===== src/rtl/adder_arbiter_pkg.sv =====
// Shared definitions for the adder arbiter slice.
// Holds the adder width, the arbiter state encoding, the owner encoding
// and a small helper that derives two's-complement overflow from the
// carries of the shared ripple adder.
package adder_arbiter_pkg;

    localparam int ADDER_WIDTH = 13;

    typedef enum logic [1:0] {
        IDLE = 2'd0,
        EXEC = 2'd1,
        DONE = 2'd2
    } arb_state_t;

    // The owner encoding doubles as the priority pointer encoding.
    localparam logic OWN_A = 1'b0;
    localparam logic OWN_B = 1'b1;

    // Signed overflow: carry into the MSB disagrees with the carry out.
    function automatic logic twos_overflow(input logic carry_msb, input logic carry_out);
        return carry_msb ^ carry_out;
    endfunction

endpackage


===== src/rtl/adder_arbiter_full_adder.sv =====
// full_adder_13bit: the single shared 13-bit ripple-carry adder.
// Ports:
//   x, y       operands
//   cin        carry-in
//   sum        x + y + cin, modulo 2^13
//   cout       carry out of the MSB
//   carry_msb  carry into the MSB (used for signed overflow)
module full_adder_13bit
    import adder_arbiter_pkg::*;
(
    input  logic [ADDER_WIDTH-1:0] x,
    input  logic [ADDER_WIDTH-1:0] y,
    input  logic                   cin,
    output logic [ADDER_WIDTH-1:0] sum,
    output logic                   cout,
    output logic                   carry_msb
);

    logic [ADDER_WIDTH:0] carry_s;

    assign carry_s[0] = cin;

    genvar i;
    generate
        for (i = 0; i < ADDER_WIDTH; i++) begin : g_bit
            assign sum[i]       = x[i] ^ y[i] ^ carry_s[i];
            assign carry_s[i+1] = (x[i] & y[i]) | (carry_s[i] & (x[i] ^ y[i]));
        end
    endgenerate

    assign cout      = carry_s[ADDER_WIDTH];
    assign carry_msb = carry_s[ADDER_WIDTH-1];

endmodule


===== src/rtl/adder_arbiter.sv =====
// adder_arbiter: round-robin sharing of one 13-bit adder between the
// reaction-timer increment (A) and the score accumulator (B).
// Ports:
//   Clk, Rst_n              clock, asynchronous active-low reset
//   Req_A/X_A/Y_A/Cin_A     requester A level request and operands
//   Req_B/X_B/Y_B/Cin_B     requester B level request and operands
//   Gnt_A, Gnt_B            owner indication during EXEC and DONE
//   Done_A, Done_B          one-cycle result-valid pulse for the owner
//   Sum, Cout, Overflow     registered adder results, held until next add
//   Busy                    arbiter is not idle
// Flow: IDLE (pick winner, latch operands) -> EXEC (adder runs on the
// latched operands, results captured) -> DONE (Done pulse) -> IDLE.
module adder_arbiter
    import adder_arbiter_pkg::*;
#(
    parameter int   WIDTH      = 13,
    parameter logic START_PRIO = 1'b0
) (
    input  logic             Clk,
    input  logic             Rst_n,
    input  logic             Req_A,
    input  logic [WIDTH-1:0] X_A,
    input  logic [WIDTH-1:0] Y_A,
    input  logic             Cin_A,
    input  logic             Req_B,
    input  logic [WIDTH-1:0] X_B,
    input  logic [WIDTH-1:0] Y_B,
    input  logic             Cin_B,
    output logic             Gnt_A,
    output logic             Gnt_B,
    output logic             Done_A,
    output logic             Done_B,
    output logic [WIDTH-1:0] Sum,
    output logic             Cout,
    output logic             Overflow,
    output logic             Busy
);

    // The shared adder has a fixed width; any other WIDTH is rejected.
    generate
        if (WIDTH != ADDER_WIDTH) begin : g_width_check
            $error("adder_arbiter: WIDTH must equal 13");
        end
    endgenerate

    arb_state_t       state_r;
    arb_state_t       next_state_s;
    logic             grant_s;
    logic             win_owner_s;
    logic             next_owner_s;
    logic [WIDTH-1:0] win_x_s;
    logic [WIDTH-1:0] win_y_s;
    logic             win_cin_s;

    logic [WIDTH-1:0] op_x_r;
    logic [WIDTH-1:0] op_y_r;
    logic             op_cin_r;
    logic             owner_r;
    logic             ptr_r;

    logic             gnt_a_r;
    logic             gnt_b_r;
    logic             busy_r;
    logic             done_a_r;
    logic             done_b_r;
    logic [WIDTH-1:0] sum_r;
    logic             cout_r;
    logic             ovf_r;

    logic [WIDTH-1:0] add_sum_s;
    logic             add_cout_s;
    logic             add_cmsb_s;

    // Next-state and winner selection; requests are only looked at in IDLE.
    always_comb begin
        next_state_s = state_r;
        grant_s      = 1'b0;
        win_owner_s  = OWN_A;
        case (state_r)
            IDLE: begin
                if (Req_A && Req_B) begin
                    grant_s     = 1'b1;
                    win_owner_s = ptr_r;
                end else if (Req_A) begin
                    grant_s     = 1'b1;
                    win_owner_s = OWN_A;
                end else if (Req_B) begin
                    grant_s     = 1'b1;
                    win_owner_s = OWN_B;
                end else begin
                    grant_s     = 1'b0;
                    win_owner_s = OWN_A;
                end
                if (grant_s) begin
                    next_state_s = EXEC;
                end else begin
                    next_state_s = IDLE;
                end
            end
            EXEC:    next_state_s = DONE;
            DONE:    next_state_s = IDLE;
            default: next_state_s = IDLE;
        endcase
    end

    // Operand mux for the winning requester and the owner seen next cycle.
    always_comb begin
        win_x_s      = X_A;
        win_y_s      = Y_A;
        win_cin_s    = Cin_A;
        next_owner_s = owner_r;
        if (win_owner_s == OWN_B) begin
            win_x_s   = X_B;
            win_y_s   = Y_B;
            win_cin_s = Cin_B;
        end else begin
            win_x_s   = X_A;
            win_y_s   = Y_A;
            win_cin_s = Cin_A;
        end
        if (grant_s) begin
            next_owner_s = win_owner_s;
        end else begin
            next_owner_s = owner_r;
        end
    end

    // State register.
    always_ff @(posedge Clk or negedge Rst_n) begin
        if (!Rst_n) begin
            state_r <= IDLE;
        end else begin
            state_r <= next_state_s;
        end
    end

    // Operand capture at grant time; the adder never sees live ports.
    always_ff @(posedge Clk or negedge Rst_n) begin
        if (!Rst_n) begin
            op_x_r   <= {WIDTH{1'b0}};
            op_y_r   <= {WIDTH{1'b0}};
            op_cin_r <= 1'b0;
            owner_r  <= OWN_A;
        end else if (grant_s) begin
            op_x_r   <= win_x_s;
            op_y_r   <= win_y_s;
            op_cin_r <= win_cin_s;
            owner_r  <= win_owner_s;
        end else begin
            op_x_r   <= op_x_r;
            op_y_r   <= op_y_r;
            op_cin_r <= op_cin_r;
            owner_r  <= owner_r;
        end
    end

    // Grant and busy flags, registered from the next state so they track EXEC/DONE.
    always_ff @(posedge Clk or negedge Rst_n) begin
        if (!Rst_n) begin
            gnt_a_r <= 1'b0;
            gnt_b_r <= 1'b0;
            busy_r  <= 1'b0;
        end else begin
            busy_r  <= (next_state_s != IDLE);
            gnt_a_r <= (next_state_s != IDLE) && (next_owner_s == OWN_A);
            gnt_b_r <= (next_state_s != IDLE) && (next_owner_s == OWN_B);
        end
    end

    // Result capture, Done pulse and pointer hand-off at the end of EXEC.
    always_ff @(posedge Clk or negedge Rst_n) begin
        if (!Rst_n) begin
            sum_r    <= {WIDTH{1'b0}};
            cout_r   <= 1'b0;
            ovf_r    <= 1'b0;
            done_a_r <= 1'b0;
            done_b_r <= 1'b0;
            ptr_r    <= START_PRIO;
        end else if (state_r == EXEC) begin
            sum_r    <= add_sum_s;
            cout_r   <= add_cout_s;
            ovf_r    <= twos_overflow(add_cmsb_s, add_cout_s);
            done_a_r <= (owner_r == OWN_A);
            done_b_r <= (owner_r == OWN_B);
            ptr_r    <= ~owner_r;
        end else begin
            sum_r    <= sum_r;
            cout_r   <= cout_r;
            ovf_r    <= ovf_r;
            done_a_r <= 1'b0;
            done_b_r <= 1'b0;
            ptr_r    <= ptr_r;
        end
    end

    full_adder_13bit u_adder (
        .x         (op_x_r),
        .y         (op_y_r),
        .cin       (op_cin_r),
        .sum       (add_sum_s),
        .cout      (add_cout_s),
        .carry_msb (add_cmsb_s)
    );

    assign Gnt_A    = gnt_a_r;
    assign Gnt_B    = gnt_b_r;
    assign Done_A   = done_a_r;
    assign Done_B   = done_b_r;
    assign Sum      = sum_r;
    assign Cout     = cout_r;
    assign Overflow = ovf_r;
    assign Busy     = busy_r;

endmodule


===== config.mk =====
export PLATFORM = sky130hd
export DESIGN_NAME = adder_arbiter
export DESIGN_NICKNAME = d
export VERILOG_FILES = /design/src/rtl/adder_arbiter_pkg.sv /design/src/rtl/adder_arbiter_full_adder.sv /design/src/rtl/adder_arbiter.sv
export SDC_FILE = /design/constraint.sdc
export NUM_CORES = 1
export LEC_CHECK = 0
export CORE_ASPECT_RATIO = 0.9
export CORE_MARGIN = 5
export CORE_UTILIZATION = 40
export DETAILED_ROUTE_END_ITERATION = 12
export GPL_TIMING_DRIVEN = 1
export PLACE_DENSITY = 0.69
export SKIP_CTS_REPAIR_TIMING = 1
export SLEW_MARGIN = 5
export SYNTH_ARGS = -nofsm -noshare
export SYNTH_HDL_FRONTEND = slang
export SYNTH_HIERARCHICAL = 1
export SYNTH_SLANG_ARGS = --single-unit

===== constraint.sdc =====
create_clock -name Clk -period 9.5 [get_ports Clk]
set_input_delay 2.375 -clock Clk [delete_from_list [all_inputs] [get_ports Clk]]
set_output_delay 2.375 -clock Clk [all_outputs]
set_load 0.1 [all_outputs]

==> results list <==
- Result of the run: finished, final reports clean
- Start-to-end type of the worst setup path: reg -> reg
- The H-tree was split into 2 levels.
- Nets: 406
- Kind of end point of the critical path: flop
- The first detailed-routing pass took 4 iterations.
* Starting utilization of the core area: 41.48%
- Number of antenna cells inserted: 0
* Vias in the first global route: 2249
- The die is 88.83 um tall.
- Endpoint of the worst setup timing path: Overflow
* Highest clock rate: 0.1676 GHz
- Number of inserted filler cells in the final layout: 646
- CTS Root Cell: sky130_fd_sc_hd__clkbuf_8
- In the final layout, the share of cells above drive strength 1 is 8.683%.
- On the worst path, the slowest cell contributes a delay of 450 ps.
- Stages on the worst setup path: 19
- The die covers 8668 um2.
- The worst register-to-register path has a depth of 19.
* TritonCTS clock tree: yes
- Counting instances, the worst hold path has a depth of 2.
- Period utilisation layout: 62.80%
* Fin. Hold Viols: 0
* Origin of the worst setup path: op_y_r[0]
- Final-report max-slew violation count: 0
* Chip Width: 97.58 um
- After detailed routing, the total wire length is 6797 um.
- Remaining DRCs: 0
- The Yosys step of the flow raised 6 warnings.
- Traced cell by cell, the critical path runs through fa_1 > inv_1 > fa_1 > inv_1 > fa_1 > fa_1 > fa_1 > fa_1 > fa_1 > fa_1 > fa_1 > fa_1 > fa_1 > inv_1 > fa_1 > inv_1 > fa_1 > xnor2_1 > o21ai_0.
* Maximum number of pins on one net before global-route repair: 52
- The finished cells cover 3601 um2.
* CP max FO: 2
- Setup repair after global routing left no endpoint under its margin.
- Overall overflow remaining after global route: 0
- Kind of cell adding the most delay to the critical path: adder cells
- Violation count after the first detailed-route iteration: 104
- Across every metal layer, demand over resource in global routing totals 16.43%.
- Counting distinct cell types in the post-synthesis netlist gives 25.
* Max-Cap Viols: 0
- The HPWL after detailed placement is 4740 um.
- Total via count in the routed design: 2169
* Sequential-to-total area share from yosys stat: 46.22%
* FF-to-FF End: Overflow
* Ratio of routed vias to standard cells: 5.116
* CTS Buffer Depth: 2
* Post-layout min period: 5966 ps
- The initialized floorplan defines 28 standard-cell rows.
- Source of the worst register-to-register timing path: op_y_r[0]
* Flop and latch count out of synthesis: 51
- Counting both buffers and inverters, the worst setup path holds a total of 4.
- Sum Neg Setup Slack: 0 ps
- Count of buffers from port buffering: 77
* Slew at the pin closest to its max-slew limit: 1282 ps
- Clock skew on the completed layout was measured at 5.933 ps.
- Among all stages on the critical path, the largest delay is contributed by sky130_fd_sc_hd__fa_1.
- Clock-pin slew on the worst setup and hold paths: 80 ps
- Measured on the finished design, the core utilization comes to 54.10%.
- The first global-routing pass estimated 11440 um of wire.
- Counting every net in the synthesized netlist gives 344.
* Worst slew margin relative to its limit: 14.53%
- Among the stages of the critical path, the cell type that occurs most often is sky130_fd_sc_hd__fa_1.
- Number of top-level pins: 78
- Layout Area Growth over Synthesis: 30.40%
- In this run the remaining antenna-violating nets after routing total 0.
- Data arrival time of the critical path: 6110 ps
- Worst supply voltage drop on vdd: 0.1096 mV
- CTS sink cnt: 51
- For flop-to-flop paths, the worst setup slack is 3530 ps.
- Mean area per synthesized cell: 10.12 um2
- Category of the worst setup path launch point: flop
* Worst hold-check path type: reg -> reg
* Dpl cell area: 3528 um2
- At the worst endpoint, the required time is 9650 ps.
- Setup violators final: 0
* Routed length per placed instance: 16.03 um
- Number of instances in the synthesized netlist: 273
- Netlist area before placement: 2761 um2
* Antenna violations before repair: 0
* Worst-Skew Late Latency: 290 ps
- TritonCTS created 5 clock buffers.
- Power per Cell Area: 374.9 nW/um2
- The core region is 6656 um2.
- Routability-driven placement finished with a final weighted congestion of 0.7409.
* Reported leakage power: 1.502 nW
[worst reg2reg max path: stages (launching register included)]
cell,delay (ps)
sky130_fd_sc_hd__dfrtp_1,400
sky130_fd_sc_hd__fa_1,420
sky130_fd_sc_hd__inv_1,80
sky130_fd_sc_hd__fa_1,160
sky130_fd_sc_hd__inv_1,50
sky130_fd_sc_hd__fa_1,390
sky130_fd_sc_hd__fa_1,400
sky130_fd_sc_hd__fa_1,400
sky130_fd_sc_hd__fa_1,450
sky130_fd_sc_hd__fa_1,430
sky130_fd_sc_hd__fa_1,450
sky130_fd_sc_hd__fa_1,440
sky130_fd_sc_hd__fa_1,420
sky130_fd_sc_hd__fa_1,400
sky130_fd_sc_hd__inv_1,80
sky130_fd_sc_hd__fa_1,160
sky130_fd_sc_hd__inv_1,60
sky130_fd_sc_hd__fa_1,390
sky130_fd_sc_hd__xnor2_1,150
sky130_fd_sc_hd__o21ai_0,80
[flip-flops by register name (all words and copies together) (netlist names), 2 cells and up]
register,count
op_y_r,13
op_x_r,13
state_r,2
Sum,13
[cells in the mapped netlist, drive strengths merged]
cell type	instances	area share, %
dfrtp	51	46
nand2	47	6.4
a21oi	29	5.3
o21ai	28	5.1
nor3b	27	7.3
o31ai	27	11
clkbuf	14	1.9
fa	13	9.4
inv	12	1.6
buf	9	2.5
nor2	4	0.54
nand2b	3	0.68
nand3b	2	0.54
or2	2	0.54
and2	1	0.23
and2b	1	0.27
nor2b	1	0.23
o2bb2ai	1	0.32
xnor2	1	0.32
[worst min path at each step]
stage,from,endpoint,slack [ps]
floorplan,state_r[1],Gnt_A,440
global route,Sum[5],Sum[5],500
CTS,state_r[1],Gnt_A,480
global placement,Sum[3],Sum[3],460
detailed placement,Sum[9],Sum[9],460
finish,Sum[9],Sum[9],480
[layout by cell type, fill, tap and decap left out]
master                            count
sky130_fd_sc_hd__a21oi_1             29
sky130_fd_sc_hd__and2_1               1
sky130_fd_sc_hd__and2b_1              1
sky130_fd_sc_hd__buf_2                1
sky130_fd_sc_hd__buf_4                1
sky130_fd_sc_hd__clkbuf_1             1
sky130_fd_sc_hd__clkbuf_8             5
sky130_fd_sc_hd__clkdlybuf4s50_1     76
sky130_fd_sc_hd__dfrtp_1             51
sky130_fd_sc_hd__fa_1                13
sky130_fd_sc_hd__inv_1               10
sky130_fd_sc_hd__inv_2                2
sky130_fd_sc_hd__nand2_1             47
sky130_fd_sc_hd__nand2b_1             3
sky130_fd_sc_hd__nand3b_1             2
sky130_fd_sc_hd__nor2_1               4
sky130_fd_sc_hd__nor2b_2              1
sky130_fd_sc_hd__nor3b_1             27
sky130_fd_sc_hd__o21ai_0             27
sky130_fd_sc_hd__o21ai_1              1
sky130_fd_sc_hd__o2bb2ai_1            1
sky130_fd_sc_hd__o31ai_1              9
sky130_fd_sc_hd__o31ai_2             18
sky130_fd_sc_hd__or2_1                1
sky130_fd_sc_hd__or2_4                1
sky130_fd_sc_hd__xnor2_1              1
[layout make-up]
class	instances	area [um2]	area share, %
multi-input combinational	187	1321	36.69
sequential	51	1276	35.44
timing repair buffer	78	773.2	21.47
tap	90	112.6	3.127
clock buffer	6	72.57	2.015
inverter	12	45.04	1.251
[routing by layer]
layer / share of wire [%] / vias up / wire (um) / global-route usage, %
met4: 1.0 / 0 / 70 / 4.528
met1: 48 / 1055 / 3272 / 23.23
li1: - / 1054 / - / -
met5: 0 / - / 0 / 0
met2: 47 / 54 / 3161 / 26.07
met3: 4.3 / 6 / 292 / 3.231
[where the power goes]
part	total [mW]	switching (mW)	internal, mW
logic	0.840	0.578	0.263
clock network	0.111	0.0622	0.0492
registers	0.398	0.0726	0.326
[cell families (layout without fill, tap and decap cells)]
logic type	Yosys count	after routing	share of synthesized area [%]
DFF	51	51	46.22
xor gates and xnor gates	1	1	0.3172
adders and majority gates	13	13	9.425
and+or+nand+nor	88	88	16.77
buffers and inverters	35	96	6.026
AOI/OAI and AO/OA	85	85	21.25
[stage by stage]
step           worst slack (ps)  power, mW  instances  hold WS, ps
2_1_floorplan              3828      1.046        273        440.9
3_3_place_gp               3598      1.229        418        461.4
3_5_place_dp               3524      1.247        418        462.3
4_1_cts                    3503      1.361        424        482.1
5_1_grt                    3301      1.449        424        503.1
6_report                   3534      1.350        424        479.2
Power figures use the tool's default switching activity.
